$ cat config.mk
export PLATFORM = sky130hd
export DESIGN_NAME = nes_joypad_port_flat
export DESIGN_NICKNAME = d
export VERILOG_FILES = /design/src/rtl/nes_joypad_port_if.sv /design/src/rtl/nes_joypad_port.sv /design/src/flat_wrapper.sv
export SDC_FILE = /design/constraint.sdc
export NUM_CORES = 1
export LEC_CHECK = 0
export CAP_MARGIN = 15
export CORE_ASPECT_RATIO = 0.8
export CORE_MARGIN = 1
export CORE_UTILIZATION = 42
export CTS_CLUSTER_DIAMETER = 50
export CTS_CLUSTER_SIZE = 24
export DETAILED_ROUTE_END_ITERATION = 8
export HOLD_SLACK_MARGIN = 0.15
export PLACE_DENSITY = 0.76
export SLEW_MARGIN = 20
export SYNTH_ARGS = -nofsm -noshare
export SYNTH_HDL_FRONTEND = slang
export SYNTH_SLANG_ARGS = --single-unit
$ cat constraint.sdc
create_clock -name clock -period 1.2 [get_ports clock]
set_clock_uncertainty 0.05 [all_clocks]
set_input_delay 0.18 -clock clock [delete_from_list [all_inputs] [get_ports clock]]
set_output_delay 0.18 -clock clock [all_outputs]
set_load 0.005 [all_outputs]
$ cat src/rtl/nes_joypad_port_if.sv
// CPU-side controller-port bus: $4016 write strobe with D2..D0, active-low $4016/$4017 read strobes, read data back.
// Strobes come straight from address decode; read data is combinational, with no handshake or backpressure.
interface nes_joypad_port_if;
  logic       addr4016w;
  logic [2:0] wdata;
  logic       naddr4016r;
  logic       naddr4017r;
  logic [7:0] data_out;
  logic       data_oe;

  modport master (
    output addr4016w,
    output wdata,
    output naddr4016r,
    output naddr4017r,
    input  data_out,
    input  data_oe
  );

  modport slave (
    input  addr4016w,
    input  wdata,
    input  naddr4016r,
    input  naddr4017r,
    output data_out,
    output data_oe
  );
endinterface

$ cat src/rtl/nes_joypad_port.sv
// Two 4021-style NES pad shift registers plus the OUT[2:0] latch; read data is combinational and adds zero cycles.
// No backpressure: each read shifts exactly once, on the first clock after its strobe rises.
module nes_joypad_port #(
  parameter logic [7:0] OPEN_BUS = 8'h40,
  parameter logic       FILL_BIT = 1'b1
) (
  input  logic               clock,
  input  logic               reset,
  nes_joypad_port_if.slave   cpu,
  input  logic [7:0]         buttons_p1,
  input  logic [7:0]         buttons_p2,
  output logic [2:0]         out_latch,
  output logic [3:0]         shift_count_p1,
  output logic [3:0]         shift_count_p2
);

  logic [7:0] sr_p1;
  logic [7:0] sr_p2;
  logic       hist_4016;
  logic       hist_4017;
  logic       strobe;
  logic       shift_p1;
  logic       shift_p2;
  logic       serial_bit;

  assign strobe = out_latch[0];

  // A read ends when its strobe returns high; the strobe is judged on the latch value before any same-cycle write.
  assign shift_p1 = ~hist_4016 & cpu.naddr4016r & ~strobe;
  assign shift_p2 = ~hist_4017 & cpu.naddr4017r & ~strobe;

  always_ff @(posedge clock or posedge reset) begin
    if (reset) begin
      out_latch      <= 3'b000;
      sr_p1          <= 8'hFF;
      sr_p2          <= 8'hFF;
      shift_count_p1 <= 4'd0;
      shift_count_p2 <= 4'd0;
      hist_4016      <= 1'b1;
      hist_4017      <= 1'b1;
    end else begin
      hist_4016 <= cpu.naddr4016r;
      hist_4017 <= cpu.naddr4017r;
      if (cpu.addr4016w) begin
        out_latch <= cpu.wdata;
      end
      if (strobe) begin
        sr_p1          <= buttons_p1;
        sr_p2          <= buttons_p2;
        shift_count_p1 <= 4'd0;
        shift_count_p2 <= 4'd0;
      end else begin
        if (shift_p1) begin
          sr_p1          <= {FILL_BIT, sr_p1[7:1]};
          shift_count_p1 <= (shift_count_p1 == 4'd8) ? 4'd8 : shift_count_p1 + 4'd1;
        end
        if (shift_p2) begin
          sr_p2          <= {FILL_BIT, sr_p2[7:1]};
          shift_count_p2 <= (shift_count_p2 == 4'd8) ? 4'd8 : shift_count_p2 + 4'd1;
        end
      end
    end
  end

  // $4016 wins if both strobes are (illegally) low together.
  always_comb begin
    serial_bit = 1'b0;
    if (!cpu.naddr4016r) begin
      serial_bit = sr_p1[0];
    end else if (!cpu.naddr4017r) begin
      serial_bit = sr_p2[0];
    end
  end

  assign cpu.data_out = {OPEN_BUS[7:1], serial_bit};
  assign cpu.data_oe  = ~cpu.naddr4016r | ~cpu.naddr4017r;

endmodule

$ cat src/flat_wrapper.sv
// flat-port wrapper written by rule: the top's interface ports become plain ports
module nes_joypad_port_flat 
#(
  parameter logic [7:0] OPEN_BUS = 8'h40,
  parameter logic       FILL_BIT = 1'b1
)
  (clock, reset, buttons_p1, buttons_p2, out_latch, shift_count_p1, shift_count_p2, cpu_addr4016w, cpu_wdata, cpu_naddr4016r, cpu_naddr4017r, cpu_data_out, cpu_data_oe);
  nes_joypad_port_if cpu_i ();
  input  logic clock;
  input  logic reset;
  input  logic [7:0] buttons_p1;
  input  logic [7:0] buttons_p2;
  output logic [2:0] out_latch;
  output logic [3:0] shift_count_p1;
  output logic [3:0] shift_count_p2;
  input wire logic [$bits(cpu_i.addr4016w)-1:0] cpu_addr4016w;
  input wire logic [$bits(cpu_i.wdata)-1:0] cpu_wdata;
  input wire logic [$bits(cpu_i.naddr4016r)-1:0] cpu_naddr4016r;
  input wire logic [$bits(cpu_i.naddr4017r)-1:0] cpu_naddr4017r;
  output wire logic [$bits(cpu_i.data_out)-1:0] cpu_data_out;
  output wire logic [$bits(cpu_i.data_oe)-1:0] cpu_data_oe;
  assign cpu_i.addr4016w = cpu_addr4016w;
  assign cpu_i.wdata = cpu_wdata;
  assign cpu_i.naddr4016r = cpu_naddr4016r;
  assign cpu_i.naddr4017r = cpu_naddr4017r;
  assign cpu_data_out = cpu_i.data_out;
  assign cpu_data_oe = cpu_i.data_oe;
  nes_joypad_port #(.OPEN_BUS(OPEN_BUS), .FILL_BIT(FILL_BIT)) u_core (.clock(clock), .reset(reset), .cpu(cpu_i), .buttons_p1(buttons_p1), .buttons_p2(buttons_p2), .out_latch(out_latch), .shift_count_p1(shift_count_p1), .shift_count_p2(shift_count_p2));
endmodule
==> run_summary.xml <==
<?xml version="1.0" encoding="UTF-8"?>
<metrics>
  <group name="status">
    <metric name="outcome" unit="">finished, violations left</metric>
    <metric name="violations" unit="">setup timing</metric>
  </group>
  <group name="sta">
    <metric name="finalCriticalPeriod" unit="ns">1.30</metric>
    <metric name="layout_worst_path_cycle_share" unit="">1.08</metric>
    <metric name="fmax" unit="MHz">771</metric>
    <metric name="timing.setup.tns" unit="ns">-0.145</metric>
    <metric name="setup_viol_count_final" unit="">6</metric>
    <metric name="fin_ws" unit="ns">-0.0970</metric>
    <metric name="report.final.hold_viol_count" unit="">0</metric>
    <metric name="final_max_slew_viol_count" unit="">0</metric>
    <metric name="grt_setup_unrepaired" unit="">true</metric>
  </group>
  <group name="synth">
    <metric name="yosysMostFrequentCell" unit="">sky130_fd_sc_hd__nand2_1</metric>
    <metric name="synth.largest_area_cell" unit="">sky130_fd_sc_hd__dfstp_2</metric>
    <metric name="yosysSeqAreaShare" unit="">0.515</metric>
    <metric name="synth_cell_type_count" unit="">22</metric>
    <metric name="async_reset_ff_frac" unit="">1.00</metric>
    <metric name="synth_commonest_cells" unit="">sky130_fd_sc_hd__nand2_1 (23), sky130_fd_sc_hd__o21ai_0 (19), sky130_fd_sc_hd__dfstp_2 (18), sky130_fd_sc_hd__mux2i_1 (14), sky130_fd_sc_hd__dfrtp_1 (11)</metric>
    <metric name="yosys_warnings" unit="">0</metric>
    <metric name="number_of_synthesized_flops_with_an_enable_pin" unit="">0</metric>
    <metric name="synth_seq_cells" unit="">29</metric>
    <metric name="synthesis.area_per_instance" unit="um2">10.0</metric>
    <metric name="post_synth_inst_count" unit="">145</metric>
    <metric name="syn-cell-area" unit="um2">1450</metric>
    <metric name="synthDominantCellAreaShare" unit="">0.326</metric>
    <metric name="synth_top_flop_cell" unit="">sky130_fd_sc_hd__dfstp_2</metric>
    <metric name="netlist_top_cells_area" unit="">sky130_fd_sc_hd__dfstp_2 (33%), sky130_fd_sc_hd__dfrtp_1 (19%), sky130_fd_sc_hd__mux2i_1 (9.6%)</metric>
  </group>
  <group name="routing">
    <metric name="average_wire_per_standard_cell" unit="um">13.2</metric>
    <metric name="remaining_drc_errors" unit="">0</metric>
    <metric name="routed_wl" unit="um">3110</metric>
    <metric name="antenna_violating_nets_post_route" unit="">0</metric>
    <metric name="drt-pass1-iter-count" unit="">4</metric>
    <metric name="dr_total_vias" unit="">1115</metric>
    <metric name="via_cell_ratio" unit="">4.74</metric>
    <metric name="first_iter_violations" unit="">32</metric>
  </group>
  <group name="critical_path">
    <metric name="reg2reg_slack" unit="ns">-0.02</metric>
    <metric name="timing.reg2reg.worst_path_depth" unit="">4</metric>
    <metric name="timing_worst_setup_path_type" unit="">flop to output port</metric>
    <metric name="crit-reg2reg-launch" unit="">u_core.hist_4016$_DFF_PP1_</metric>
    <metric name="worstSetupStartpoint" unit="">u_core.sr_p2[0]$_DFFE_PP1P_</metric>
    <metric name="timing.critical_path.fanout_max" unit="">2</metric>
    <metric name="arrival" unit="ns">1.07</metric>
    <metric name="timing.critical_path.required" unit="ns">0.97</metric>
    <metric name="critical_path.startpoint_type" unit="">flop</metric>
    <metric name="end_kind" unit="">output port</metric>
    <metric name="reg2reg_to" unit="">u_core.sr_p1[6]$_DFFE_PP1P_</metric>
  </group>
  <group name="power_and_ir_drop">
    <metric name="leakage" unit="nW">0.935</metric>
    <metric name="vdd_ir_drop_max" unit="mV">0.701</metric>
    <metric name="post-layout-total-power" unit="mW">2.50</metric>
    <metric name="power.density" unit="nW/um2">1200</metric>
  </group>
  <group name="die">
    <metric name="num_rows" unit="">18</metric>
    <metric name="initial_utilization" unit="">0.454</metric>
    <metric name="die_height" unit="um">54.6</metric>
    <metric name="core-area" unit="um2">3200</metric>
    <metric name="dieArea" unit="um2">3700</metric>
    <metric name="die_w" unit="um">67.8</metric>
    <metric name="boundaryPins" unit="">44</metric>
  </group>
  <group name="placed_design">
    <metric name="routabilityCongestion" unit="">0.723</metric>
    <metric name="io_buffers" unit="">36</metric>
    <metric name="placement.setup.worst_slack" unit="ns">-0.392</metric>
    <metric name="place_hpwl" unit="um">2040</metric>
  </group>
  <group name="job">
    <metric name="max-cap-violations" unit="">0</metric>
  </group>
  <group name="grt">
    <metric name="grt_remaining_overflow" unit="">0</metric>
    <metric name="maximum_number_of_pins_on_one_net_before_global_route_repair" unit="">41</metric>
    <metric name="grt_pass1_vias" unit="">1041</metric>
    <metric name="first_pass_grt_wire_length" unit="um">4740</metric>
    <metric name="antenna_found_initial" unit="">0</metric>
    <metric name="globalRouteTotalUtil" unit="">0.190</metric>
  </group>
  <group name="clocking">
    <metric name="clk-insertion-delay-late" unit="ns">0.28</metric>
    <metric name="cts_htree_levels" unit="">2</metric>
    <metric name="cts_hold_repair.buffers" unit="">0</metric>
    <metric name="cts-buffers-inserted" unit="">5</metric>
    <metric name="tritoncts" unit="">built</metric>
    <metric name="clkSlewWorstSetupHoldPaths" unit="ns">0.06</metric>
    <metric name="numClockSinks" unit="">29</metric>
    <metric name="clock_tree.buffer_depth" unit="">2</metric>
    <metric name="clock_tree_root" unit="">sky130_fd_sc_hd__clkbuf_8</metric>
  </group>
  <group name="finish">
    <metric name="n_fill_cell" unit="">270</metric>
    <metric name="final_core_utilization" unit="">0.652</metric>
    <metric name="n_antenna_cell" unit="">0</metric>
    <metric name="drive_gt1_frac" unit="">0.318</metric>
    <metric name="area.growth.synth_to_final" unit="%">43.6</metric>
    <metric name="final_net_count" unit="">222</metric>
  </group>
  <group name="hold_path">
    <metric name="timing.hold.worst.class" unit="">input pin to async pin</metric>
  </group>
</metrics>
[cell usage in the layout, fill, tap and decap left out, types with 3 or more instances in the layout]
cell type	instances
sky130_fd_sc_hd__mux2_2	3
sky130_fd_sc_hd__dfstp_2	18
sky130_fd_sc_hd__conb_1	7
sky130_fd_sc_hd__buf_6	5
sky130_fd_sc_hd__dlygate4sd2_1	11
sky130_fd_sc_hd__ha_2	3
sky130_fd_sc_hd__clkdlybuf4s50_1	21
sky130_fd_sc_hd__buf_4	10
sky130_fd_sc_hd__o21ai_0	6
sky130_fd_sc_hd__a21oi_2	6
sky130_fd_sc_hd__mux2i_1	14
sky130_fd_sc_hd__clkbuf_8	6
sky130_fd_sc_hd__dfrtp_1	11
sky130_fd_sc_hd__a21oi_1	4
sky130_fd_sc_hd__nand2_1	23
sky130_fd_sc_hd__clkdlybuf4s15_1	3
sky130_fd_sc_hd__o21ai_1	13
sky130_fd_sc_hd__inv_1	5
[repair_timing]
action / CTS / global route
hold endpoints to repair: 0 / 0
pin swaps: 3 / 8
buffers inserted: 8 / 0
endpoints found under the setup margin: 30 / 20
resized for setup: 31 / 27
[registers in the layout, summed over array words and instances (netlist names)]
register and flops:
u_core.shift_count_p1 4, u_core.out_latch 3, u_core.sr_p1 8, u_core.hist_4016 1, u_core.hist_4017 1, u_core.sr_p2 8
u_core.shift_count_p2 4
[where the power goes]
part | internal, mW | switching (mW) | leakage (nW)
logic | 0.248 | 0.216 | 0.556
clock network | 0.467 | 0.354 | 0.0455
registers | 1.15 | 0.0635 | 0.334
total | 1.87 | 0.634 | 0.935
[cell type report]
| type | instances | area (um2) | share of cell area |
|---|---|---|---|
| Clock buffer | 8 | 90.1 | 0.0432 |
| Inverter | 8 | 32.5 | 0.0156 |
| Multi-Input combinational cell | 97 | 657 | 0.315 |
| Sequential cell | 29 | 748 | 0.359 |
| Tap cell | 40 | 50.0 | 0.0240 |
| Timing Repair Buffer | 53 | 508 | 0.244 |
[worst max-delay path by stage]
stage,cells past startpoint,endpoint
after floorplan,4,u_core.shift_count_p1[0]$_DFFE_PP0P_
after CTS,3,cpu_data_out[0]
after global placement,4,cpu_data_out[0]
final,3,cpu_data_out[0]
after detailed placement,4,cpu_data_out[0]
after global routing,3,cpu_data_out[0]
[cell families (layout without fill, tap and decap cells)]
family	count (synthesis)	count (layout)	synth area share
AO/OA/AOI/OAI	33	33	0.124
AND/OR/NAND/NOR	36	36	0.109
buffers and inverters	24	69	0.0922
flip-flops	29	29	0.515
multiplexers	17	17	0.120
other	2	7	0.00517
adder cells (fa/ha/maj)	4	4	0.0345
[per-stage QoR]
step	hold slack [ns]	cells	area, um2
6_report	0.191	235	2090
5_1_grt	0.223	235	2090
2_1_floorplan	0.134	150	1480
4_1_cts	0.189	235	2020
3_3_place_gp	0.444	221	1880
3_5_place_dp	0.463	221	1880
[per-layer routing]
| layer | vias up | track usage | wire length, um |
|---|---|---|---|
| li1 | 572 | - | - |
| met3 | 5 | 0.0854 | 242 |
| met4 | 0 | 0.103 | 55 |
| met5 | - | 0 | 0 |
| met2 | 46 | 0.290 | 1460 |
| met1 | 492 | 0.223 | 1350 |
[worst max-delay path, cell delays in order (launching register included)]
cell and delay, ns:
sky130_fd_sc_hd__dfstp_2 0.54, sky130_fd_sc_hd__nand3b_1 0.07, sky130_fd_sc_hd__o21ai_1 0.06, sky130_fd_sc_hd__buf_2 0.12
Power figures use the tool's default switching activity.
